`config.mk`:
```
export PLATFORM = sky130hd
export DESIGN_NAME = wb_stream_hub
export DESIGN_NICKNAME = d
export VERILOG_FILES = /design/src/rtl/wb_stream_hub_pkg.sv /design/src/rtl/wb_stream_hub_sync_fifo.sv /design/src/rtl/wb_stream_hub.sv
export SDC_FILE = /design/constraint.sdc
export NUM_CORES = 1
export LEC_CHECK = 0
export CAP_MARGIN = 20
export CORE_MARGIN = 1.5
export CORE_UTILIZATION = 60
export CTS_CLUSTER_SIZE = 40
export DETAILED_ROUTE_END_ITERATION = 12
export GPL_ROUTABILITY_DRIVEN = 0
export PLACE_DENSITY_LB_ADDON = 0.12
export RECOVER_POWER = 100
export SYNTH_ARGS = -nofsm -noshare
export SYNTH_HDL_FRONTEND = slang
export SYNTH_HIERARCHICAL = 1
export SYNTH_SLANG_ARGS = --single-unit
```
`constraint.sdc`:
```
create_clock -name clk -period 9.5 [get_ports clk]
set_input_delay 1.9 -clock clk [delete_from_list [all_inputs] [get_ports clk]]
set_output_delay 1.9 -clock clk [all_outputs]
set_load 0.01 [all_outputs]
```
`src/rtl/wb_stream_hub_pkg.sv`:
```
// Shared definitions for wb_stream_hub: register offsets, STATUS layout and read-data formatting.
package wb_stream_hub_pkg;

    localparam int unsigned DATA_FIELD_W = 16;
    localparam int unsigned VALID_BIT    = 31;

    localparam logic [1:0] REG_DATA   = 2'd0;
    localparam logic [1:0] REG_STATUS = 2'd1;
    localparam logic [1:0] REG_IRQ_EN = 2'd2;

    typedef struct packed {
        logic [7:0] rsvd_hi;
        logic [7:0] tx_count;
        logic [7:0] rx_count;
        logic [4:0] rsvd_lo;
        logic       tx_empty;
        logic       tx_full;
        logic       rx_nonempty;
    } status_t;

    // DATA read word: popped byte/word in the low half, valid flag in the top bit.
    function automatic logic [31:0] data_word(input logic [DATA_FIELD_W-1:0] d);
        logic [31:0] w;
        w            = 32'(d);
        w[VALID_BIT] = 1'b1;
        return w;
    endfunction

endpackage

```
`src/rtl/wb_stream_hub_sync_fifo.sv`:
```
// First-word-fall-through synchronous FIFO with occupancy count; push into full is
// accepted only together with a pop in the same cycle.
module wb_stream_hub_sync_fifo #(
    parameter int unsigned WIDTH      = 8,
    parameter int unsigned DEPTH_LOG2 = 4
) (
    input  logic                  clk,
    input  logic                  rst,
    input  logic                  push,
    input  logic [WIDTH-1:0]      push_data,
    input  logic                  pop,
    output logic [WIDTH-1:0]      pop_data,
    output logic                  full,
    output logic                  empty,
    output logic [DEPTH_LOG2:0]   count
);

    localparam int unsigned DEPTH = 1 << DEPTH_LOG2;
    localparam int unsigned PW    = DEPTH_LOG2;
    localparam int unsigned CW    = DEPTH_LOG2 + 1;

    logic [WIDTH-1:0] mem [DEPTH];
    logic [PW-1:0]    wr_ptr;
    logic [PW-1:0]    rd_ptr;
    logic             do_push;
    logic             do_pop;

    assign full     = (count == CW'(DEPTH));
    assign empty    = (count == '0);
    assign do_pop   = pop & ~empty;
    assign do_push  = push & (~full | do_pop);
    assign pop_data = mem[rd_ptr];

    always_ff @(posedge clk or posedge rst) begin
        if (rst) begin
            wr_ptr <= '0;
            rd_ptr <= '0;
            count  <= '0;
        end else begin
            if (do_push) wr_ptr <= wr_ptr + PW'(1);
            if (do_pop)  rd_ptr <= rd_ptr + PW'(1);
            case ({do_push, do_pop})
                2'b10:   count <= count + CW'(1);
                2'b01:   count <= count - CW'(1);
                default: count <= count;
            endcase
        end
    end

    // Storage carries no reset; occupancy alone decides what is valid.
    always_ff @(posedge clk) begin
        if (do_push) mem[wr_ptr] <= push_data;
    end

endmodule

```
`src/rtl/wb_stream_hub.sv`:
```
// Multi-channel Wishbone-to-stream bridge with per-channel TX/RX FIFOs and status.
// Define WB_STREAM_HUB_IRQ_EN to add the IRQ_EN registers and the irq output.
module wb_stream_hub
    import wb_stream_hub_pkg::*;
#(
    parameter int unsigned NUM_CH          = 2,
    parameter int unsigned DATA_WIDTH      = 8,
    parameter int unsigned FIFO_DEPTH_LOG2 = 4
) (
    input  logic                         clk,
    input  logic                         rst,
    input  logic [31:0]                  adr_i,
    input  logic [31:0]                  dat_i,
    output logic [31:0]                  dat_o,
    input  logic                         we_i,
    input  logic [3:0]                   sel_i,
    input  logic                         stb_i,
    input  logic                         cyc_i,
    output logic                         ack_o,
    output logic                         err_o,
    output logic [NUM_CH*DATA_WIDTH-1:0] tx_data,
    output logic [NUM_CH-1:0]            tx_valid,
    input  logic [NUM_CH-1:0]            tx_ready,
    input  logic [NUM_CH*DATA_WIDTH-1:0] rx_data,
    input  logic [NUM_CH-1:0]            rx_valid,
    output logic [NUM_CH-1:0]            rx_ready
`ifdef WB_STREAM_HUB_IRQ_EN
    ,
    output logic                         irq
`endif
);

    localparam int unsigned CW = FIFO_DEPTH_LOG2 + 1;

    logic [2:0]            ch;
    logic [1:0]            rsel;
    logic                  req;
    logic                  ch_ok;
    logic                  data_wr;
    logic                  data_rd;
    logic [NUM_CH-1:0]     tx_push, tx_pop, tx_full, tx_empty;
    logic [NUM_CH-1:0]     rx_push, rx_pop, rx_full, rx_empty;
    logic [CW-1:0]         tx_count [NUM_CH];
    logic [CW-1:0]         rx_count [NUM_CH];
    logic [DATA_WIDTH-1:0] rx_head  [NUM_CH];
    logic [1:0]            irq_en   [NUM_CH];

    logic                  sel_tx_full;
    logic                  sel_rx_empty;
    logic [DATA_WIDTH-1:0] sel_rx_head;
    status_t               sel_status;
    logic [1:0]            sel_irq_en;
    logic                  ack_d;
    logic                  err_d;
    logic [31:0]           rdata_d;
    logic                  unused_bits;

    assign ch          = adr_i[6:4];
    assign rsel        = adr_i[3:2];
    assign req         = stb_i & cyc_i & ~ack_o & ~err_o;
    assign ch_ok       = 32'(ch) < NUM_CH;
    assign data_wr     = req & ch_ok & we_i & (rsel == REG_DATA) & sel_i[0];
    assign data_rd     = req & ch_ok & ~we_i & (rsel == REG_DATA);
    assign unused_bits = ^{adr_i, dat_i, sel_i};

    for (genvar c = 0; c < NUM_CH; c++) begin : g_ch
        assign tx_push[c]  = data_wr & (ch == 3'(c)) & ~tx_full[c];
        assign tx_valid[c] = ~tx_empty[c];
        assign tx_pop[c]   = tx_valid[c] & tx_ready[c];
        assign rx_ready[c] = ~rx_full[c];
        assign rx_push[c]  = rx_valid[c] & rx_ready[c];
        assign rx_pop[c]   = data_rd & (ch == 3'(c)) & ~rx_empty[c];

        wb_stream_hub_sync_fifo #(.WIDTH(DATA_WIDTH), .DEPTH_LOG2(FIFO_DEPTH_LOG2)) u_tx_fifo (
            .clk       (clk),
            .rst       (rst),
            .push      (tx_push[c]),
            .push_data (dat_i[DATA_WIDTH-1:0]),
            .pop       (tx_pop[c]),
            .pop_data  (tx_data[c*DATA_WIDTH +: DATA_WIDTH]),
            .full      (tx_full[c]),
            .empty     (tx_empty[c]),
            .count     (tx_count[c])
        );

        wb_stream_hub_sync_fifo #(.WIDTH(DATA_WIDTH), .DEPTH_LOG2(FIFO_DEPTH_LOG2)) u_rx_fifo (
            .clk       (clk),
            .rst       (rst),
            .push      (rx_push[c]),
            .push_data (rx_data[c*DATA_WIDTH +: DATA_WIDTH]),
            .pop       (rx_pop[c]),
            .pop_data  (rx_head[c]),
            .full      (rx_full[c]),
            .empty     (rx_empty[c]),
            .count     (rx_count[c])
        );

`ifdef WB_STREAM_HUB_IRQ_EN
        always_ff @(posedge clk or posedge rst) begin
            if (rst) begin
                irq_en[c] <= 2'b00;
            end else if (req && ch_ok && we_i && rsel == REG_IRQ_EN && sel_i[0] && ch == 3'(c)) begin
                irq_en[c] <= dat_i[1:0];
            end
        end
`else
        assign irq_en[c] = 2'b00;
`endif
    end

    // Mux the addressed channel's state onto the response path.
    always_comb begin
        sel_tx_full  = 1'b0;
        sel_rx_empty = 1'b1;
        sel_rx_head  = '0;
        sel_status   = '0;
        sel_irq_en   = 2'b00;
        for (int c = 0; c < NUM_CH; c++) begin
            if (ch == 3'(c)) begin
                sel_tx_full            = tx_full[c];
                sel_rx_empty           = rx_empty[c];
                sel_rx_head            = rx_head[c];
                sel_status.rx_nonempty = ~rx_empty[c];
                sel_status.tx_full     = tx_full[c];
                sel_status.tx_empty    = tx_empty[c];
                sel_status.rx_count    = 8'(rx_count[c]);
                sel_status.tx_count    = 8'(tx_count[c]);
                sel_irq_en             = irq_en[c];
            end
        end
    end

    always_comb begin
        ack_d   = 1'b0;
        err_d   = 1'b0;
        rdata_d = '0;
        if (req) begin
            if (!ch_ok || (data_wr && sel_tx_full)) begin
                err_d = 1'b1;
            end else begin
                ack_d = 1'b1;
                if (!we_i) begin
                    case (rsel)
                        REG_DATA:   if (!sel_rx_empty) rdata_d = data_word(DATA_FIELD_W'(sel_rx_head));
                        REG_STATUS: rdata_d = 32'(sel_status);
                        REG_IRQ_EN: rdata_d = 32'(sel_irq_en);
                        default:    rdata_d = '0;
                    endcase
                end
            end
        end
    end

    always_ff @(posedge clk or posedge rst) begin
        if (rst) begin
            ack_o <= 1'b0;
            err_o <= 1'b0;
            dat_o <= '0;
        end else begin
            ack_o <= ack_d;
            err_o <= err_d;
            dat_o <= rdata_d;
        end
    end

`ifdef WB_STREAM_HUB_IRQ_EN
    logic irq_d;

    always_comb begin
        irq_d = 1'b0;
        for (int c = 0; c < NUM_CH; c++) begin
            irq_d = irq_d | (irq_en[c][0] & ~rx_empty[c]) | (irq_en[c][1] & tx_empty[c]);
        end
    end

    always_ff @(posedge clk or posedge rst) begin
        if (rst) irq <= 1'b0;
        else     irq <= irq_d;
    end
`endif

endmodule

```
==> results of run 1 <==
## per-layer routing
metal,up-vias,share of wire (%)
met2,328,49
met3,65,5.6
met4,0,1.8
met5,-,0
met1,6440,43
li1,5529,-
## state kept, by name, summed over array words and instances (netlist names)
register and cells:
dat_o 19, g_ch.u_rx_fifo/count 10, ack_o 1, g_ch.u_tx_fifo/wr_ptr 8
g_ch.u_tx_fifo/mem 256, g_ch.u_tx_fifo/rd_ptr 8, g_ch.u_rx_fifo/wr_ptr 8, err_o 1
g_ch.u_rx_fifo/rd_ptr 8, g_ch.u_tx_fifo/count 10, g_ch.u_rx_fifo/mem 256
## cell usage after synthesis, types with 7 or more instances
cell type	instances	area share, %
clkbuf_1	26	0.40
a21oi_1	13	0.27
ha_1	32	1.6
a22oi_1	65	2.0
xor2_1	12	0.43
mux4_2	128	12
mux2i_1	21	0.86
buf_4	16	0.49
nand2b_1	20	0.51
edfxtp_1	512	63
buf_2	16	0.33
nor3_1	10	0.20
nor2_2	7	0.18
nand3_1	17	0.35
nor4_1	8	0.20
dfrtp_1	73	7.5
xnor2_1	24	0.86
o22ai_1	7	0.18
nor2b_1	16	0.41
o21ai_2	7	0.25
inv_1	43	0.66
and3_1	8	0.20
o211ai_1	14	0.43
nor2_1	49	0.75
nand2_1	46	0.71
and2_1	55	1.4
buf_1	7	0.11
## through the flow
stage,instance area (µm²),std cells,setup WS [ns]
after floorplan,24500,1359,5.07
after global placement,25700,1908,4.01
after detailed placement,25700,1909,3.90
after CTS,27600,2019,4.34
after global routing,27500,2026,2.44
final,27500,2026,2.94
## path summary, 6_finish.rpt
kind | cells after the start | end | from | slack (ns)
hold / removal | 1 | g_ch[0].u_rx_fifo/wr_ptr[2] | g_ch[0].u_rx_fifo/wr_ptr[2] | 0.53
setup reg to reg | 6 | g_ch[1].u_tx_fifo/mem[8][4] | ack_o | 5.08
hold reg to reg | 1 | g_ch[0].u_rx_fifo/wr_ptr[2] | g_ch[0].u_rx_fifo/wr_ptr[2] | 0.53
min in group asynchronous | 2 | g_ch[1].u_rx_fifo/count[3] | rst | 1.97
setup / recovery | 5 | tx_data[14] | g_ch[1].u_tx_fifo/rd_ptr[0] | 2.94
max in group asynchronous | 2 | dat_o[0] | rst | 6.88
## logic make-up (layout without fill, tap and decap cells)
logic type | count (synthesis) | count (layout) | share of synthesized area [%]
flops | 585 | 585 | 70.3
simple gates | 260 | 260 | 6.02
mux | 159 | 159 | 13.1
compound gates | 152 | 152 | 4.94
buf+inv | 118 | 260 | 2.33
fa+ha+maj | 36 | 36 | 1.96
xor+xnor | 36 | 36 | 1.29
other cells | 1 | 13 | 0.0153
## layout by cell type, fill, tap and decap left out, types with 37 or more instances in the layout
cell / Yosys / final
nor2_1: 49 / 52
dfrtp_1: 73 / 70
clkbuf_16: 0 / 61
edfxtp_1: 512 / 512
clkbuf_1: 26 / 37
a22oi_1: 65 / 65
nand2_1: 46 / 46
dlygate4sd3_1: 0 / 62
and2_0: 0 / 47
mux4_2: 128 / 128
inv_1: 43 / 43
## power by group through the flow
stage	combinational (mW)	sequential [mW]	clock, mW
floorplan	1.24	3.14	0
global placement	1.63	3.24	0
detailed placement	1.67	3.25	0
CTS	1.68	3.20	2.32
global route	1.78	3.21	2.43
finish	1.62	3.19	2.28
## layout make-up
cell class / count / area [µm²] / area share [%]
repair buffers: 104 / 907 / 3.30
clock inverters: 26 / 267 / 0.970
well taps: 525 / 657 / 2.39
inverters: 46 / 173 / 0.629
multi-input cells: 656 / 6600 / 24.0
flip-flops and latches: 585 / 17200 / 62.6
clock buffers: 84 / 1660 / 6.05
## critical path: cells and delay by family (launching register included)
kind	cells	cell delay, ns
AOI/OAI and AO/OA	1	0.24
buffers and inverters	2	2.42
DFF	1	0.55
muxes	1	0.73
and+or+nand+nor	1	0.10
==> results.ini, run 1 <==
[final_layout]
drive_above_1_share_pct=16.3
utilization_pct=68.7
nets=1580
antennaDiodeCount=0
nFillCells=2643
area_delta_synth_final_pct=12.3

[logic_synthesis]
yosys.cell_types.count=71
yosys_most_used_dff=edfxtp_1
syn_inst=1347
async_reset_ff_share_pct=12.5
ys_seq_elements=585
synth-warning-count=6
synth_edf_count=512
seq_area_frac_synth_pct=70.3
syn_area_per_cell_um2=18.2
synth_area_um2=24500

[pwr]
peakVddDrop_mv=0.198
pwr-share-comb_pct=22.9
leakagePower_nw=9.35
power_density_nw_per_um2=258
power_switching_mw=1.97
p_total_mw=7.09
switching_share_pct=27.8
p_int_mw=5.12
clock_power_share_pct=32.2
p_seq_share_pct=44.9

[timing]
finalMaxSlewViolations=94
tightest_slew_ns=2.48
setup_viol=0
whs_ns=0.525
fin_setup_tns_ns=0
rsz0062_at_grt=false
finClkSkew_ns=0.0168
max_freq_ghz=0.153
slew_headroom_pct=-65.4
finalHoldViolCount=0
min_period_over_period_pct=69.0
min_period_ns=6.56

[clock_network]
cts_tree=built
max-clock-path-buffers=3
cts_htree_levels=2
clk_pin_slew_ns=0.06
cts_sinks=585
holdBufCountCts=0
cts_setup_buffers=0
worstSkewPairLatency_ns=0.60
ctsResizeCount=0
cts_made_buffers=58
cts_root_buf=clkbuf_16

[global_route]
grt_start_max_net_pins=36
gr-total-overflow=0
use_met3_pct=4.22
grt_use_total_pct=24.0
top_usage_layer=met2
use_met2_pct=38.0
antenna_found_initial=0
met1_usage_pct=34.9
grt_pass1_wl_mm=74.6
grt_pass1_vias=12600

[setup_path]
critPathMaxFanout=29
cp_slowest_stage_delay_ns=1.81
cp-end-kind=primary output
required_ns=7.60
arrival_ns=4.66
start_kind=flip-flop
cpMaxStageDelayCell=clkbuf_1
critical_path_class=reg -> out
critical_path.cell_chain=clkbuf_1 > mux4_2 > a22oi_1 > nand2_1 > dlygate4sd3_1

[detailed_routing]
wl_per_cell_um=23.9
via_per_inst=6.10
drc=0
antenna_left=0
vias=12400
first_pass_iters=5
routed_wl_mm=48.3
drtIter0Drc=959

[placement]
numPortBuffers=79
dp_hpwl_mm=30.7

[floorplanning]
die_w_um=205
dieHeight_um=205
num_rows=73
dieArea_um2=42000
start_util_pct=61.1
io_pins=147
coreArea_um2=40000

[outcome]
status=finished, violations left
violations=max-capacitance violations, max-slew violations

[hold_path]
min_path_type=reg -> reg

[job]
cap_violations=4

Power figures use the tool's default switching activity.
==> inputs of run 2 (changes only) <==
Settings changed: CORE_UTILIZATION 60 to 54.
Clock period 9.5 ns to 5.9 ns, I/O delays scaled along.
==> run 2 against run 1 <==
Net effect: first-iteration DRC count increased by 9.1%; flip-flop and latch count is the same; critical endpoint is now tx_data[11]; the flow still finishes with violations (max-capacitance violations, max-slew violations); routed wire length grew 1.4%; non-clock buffer count grew 2; clock power grew 61%.
==> results.ini, run 2 (same netlist as run 1, synthesis figures left out) <==
[detailed_routing]
drtIter0Drc=1046
dr_wl_met2_mm=23.5
first_pass_iters=5
highest_layer=met4
routed_wl_mm=49.0
wl_met3_mm=3.03
vias=12300
drc=0
via_per_inst=5.90
wl_met1_mm=21.2
wl_per_cell_um=23.4
antenna_left=0

[floorplanning]
io_pins=147
num_rows=77
dieHeight_um=216
die_w_um=216
coreArea_um2=44400
dieArea_um2=46600
start_util_pct=55.1

[hold_path]
min_path_type=reg -> reg

[final_layout]
final_common_cell=edfxtp_1
utilization_pct=62.0
nFillCells=3146
area_delta_synth_final_pct=12.7
mostFrequentLayoutCells=512 x edfxtp_1, 128 x mux4_2, 70 x dfrtp_1
nets=1581
antennaDiodeCount=0
drive_above_1_share_pct=16.4
top_regs=g_ch.u_rx_fifo/mem (256), g_ch.u_tx_fifo/mem (256), dat_o (19)

[global_route]
grt_pass1_wl_mm=75.5
grt_start_max_net_pins=36
grt_use_total_pct=21.6
antenna_found_initial=1
gr-total-overflow=0
grt_pass1_vias=12700

[setup_path]
arrival_ns=3.80
cp-end-kind=primary output
cp_slowest_stage_delay_ns=0.92
required_ns=4.72
critical_path_class=reg -> out
r2r-end=g_ch[1].u_rx_fifo/count[4]
crit_start=g_ch[1].u_tx_fifo/rd_ptr[0]
r2r_start=g_ch[1].u_rx_fifo/count[1]
regToRegSetupSlack_ns=1.95
critical_path.cell_chain=clkbuf_1 > mux4_2 > a22oi_1 > nand2_1 > clkdlybuf4s50_1
crit_path_end=tx_data[11]
critPathMaxFanout=25
cpMaxStageDelayCell=dfrtp_2
start_kind=flip-flop
rr_worst_depth=11

[clock_network]
clk_pin_slew_ns=0.06
cts_setup_buffers=0
cts_made_buffers=57
worstSkewPairLatency_ns=0.60
cts_sinks=585
ctsResizeCount=0
cts_tree=built
cts_root_buf=clkbuf_16
max-clock-path-buffers=3
cts_htree_levels=2
holdBufCountCts=0

[pwr]
power_density_nw_per_um2=415
p_seq_share_pct=45.3
leakagePower_nw=9.37
pwr-share-comb_pct=22.5
peakVddDrop_mv=0.286
clock_power_share_pct=32.2
p_int_mw=8.26
p_total_mw=11.4
power_switching_mw=3.17
switching_share_pct=27.8

[timing]
finalHoldViolCount=0
slew_headroom_pct=-9.75
rsz0062_at_grt=false
finalMaxSlewViolations=66
fin_setup_tns_ns=0
setup_viol=0
tightest_slew_ns=1.65
min_period_ns=4.98
finClkSkew_ns=0.0111
min_period_over_period_pct=84.3
max_freq_ghz=0.201

[placement]
dp_hpwl_mm=31.5
numPortBuffers=79

[outcome]
violations=max-capacitance violations, max-slew violations
status=finished, violations left

[job]
cap_violations=2

==> run 2: critical path: cells and delay by family (launching register included) <==
| kind | cells | cell delay (ns) |
|---|---|---|
| flip-flops | 1 | 0.92 |
| AO/OA/AOI/OAI | 1 | 0.26 |
| multiplexers | 1 | 0.62 |
| buffers and inverters | 2 | 1.27 |
| AND/OR/NAND/NOR | 1 | 0.11 |
==> run 2: worst min-delay path by stage <==
stage	end	depth (start not counted)	slack, ns	startpoint
final	g_ch[0].u_rx_fifo/wr_ptr[2]	1	0.52	g_ch[0].u_rx_fifo/wr_ptr[2]
after global routing	g_ch[1].u_rx_fifo/rd_ptr[3]	1	0.56	g_ch[1].u_rx_fifo/rd_ptr[3]
after CTS	g_ch[0].u_rx_fifo/wr_ptr[2]	1	0.52	g_ch[0].u_rx_fifo/wr_ptr[2]
after detailed placement	g_ch[0].u_rx_fifo/wr_ptr[2]	1	0.51	g_ch[0].u_rx_fifo/wr_ptr[2]
after global placement	g_ch[0].u_rx_fifo/wr_ptr[2]	1	0.51	g_ch[0].u_rx_fifo/wr_ptr[2]
after floorplan	g_ch[0].u_rx_fifo/wr_ptr[2]	1	0.48	g_ch[0].u_rx_fifo/wr_ptr[2]
==> run 2: per-stage QoR <==
step           area [µm²]  setup WS [ns]  hold WS (ns)  cells
3_5_place_dp        25900           1.36         0.508   1983
4_1_cts             27800           1.24         0.525   2090
5_1_grt             27600          0.575         0.562   2092
3_3_place_gp        25800           1.41         0.506   1979
6_report            27600          0.924         0.523   2092
2_1_floorplan       24500           2.19         0.480   1359
==> run 2: metal layers <==
layer / global-route usage (%) / vias up
met5: 0 / -
met4: 7.06 / 0
met3: 4.13 / 76
met2: 34.3 / 345
met1: 30.6 / 6382
li1: - / 5530
==> run 2: cell type report <==
| class | count | area [µm²] | share of cell area, % |
|---|---|---|---|
| Sequential cell | 585 | 17200 | 62.5 |
| Multi-Input combinational cell | 656 | 6590 | 23.9 |
| Clock buffer | 82 | 1670 | 6.08 |
| Timing Repair Buffer | 106 | 922 | 3.35 |
| Tap cell | 592 | 741 | 2.69 |
| Clock inverter | 25 | 248 | 0.899 |
| Inverter | 46 | 173 | 0.627 |
==> run 2: power groups by stage <==
stage	clock network [mW]	registers (mW)	logic (mW)
after floorplan	0	5.05	2.00
after global placement	0	5.26	2.59
after detailed placement	0	5.28	2.65
after CTS	3.76	5.20	2.66
after global routing	3.91	5.23	2.80
final	3.68	5.18	2.57
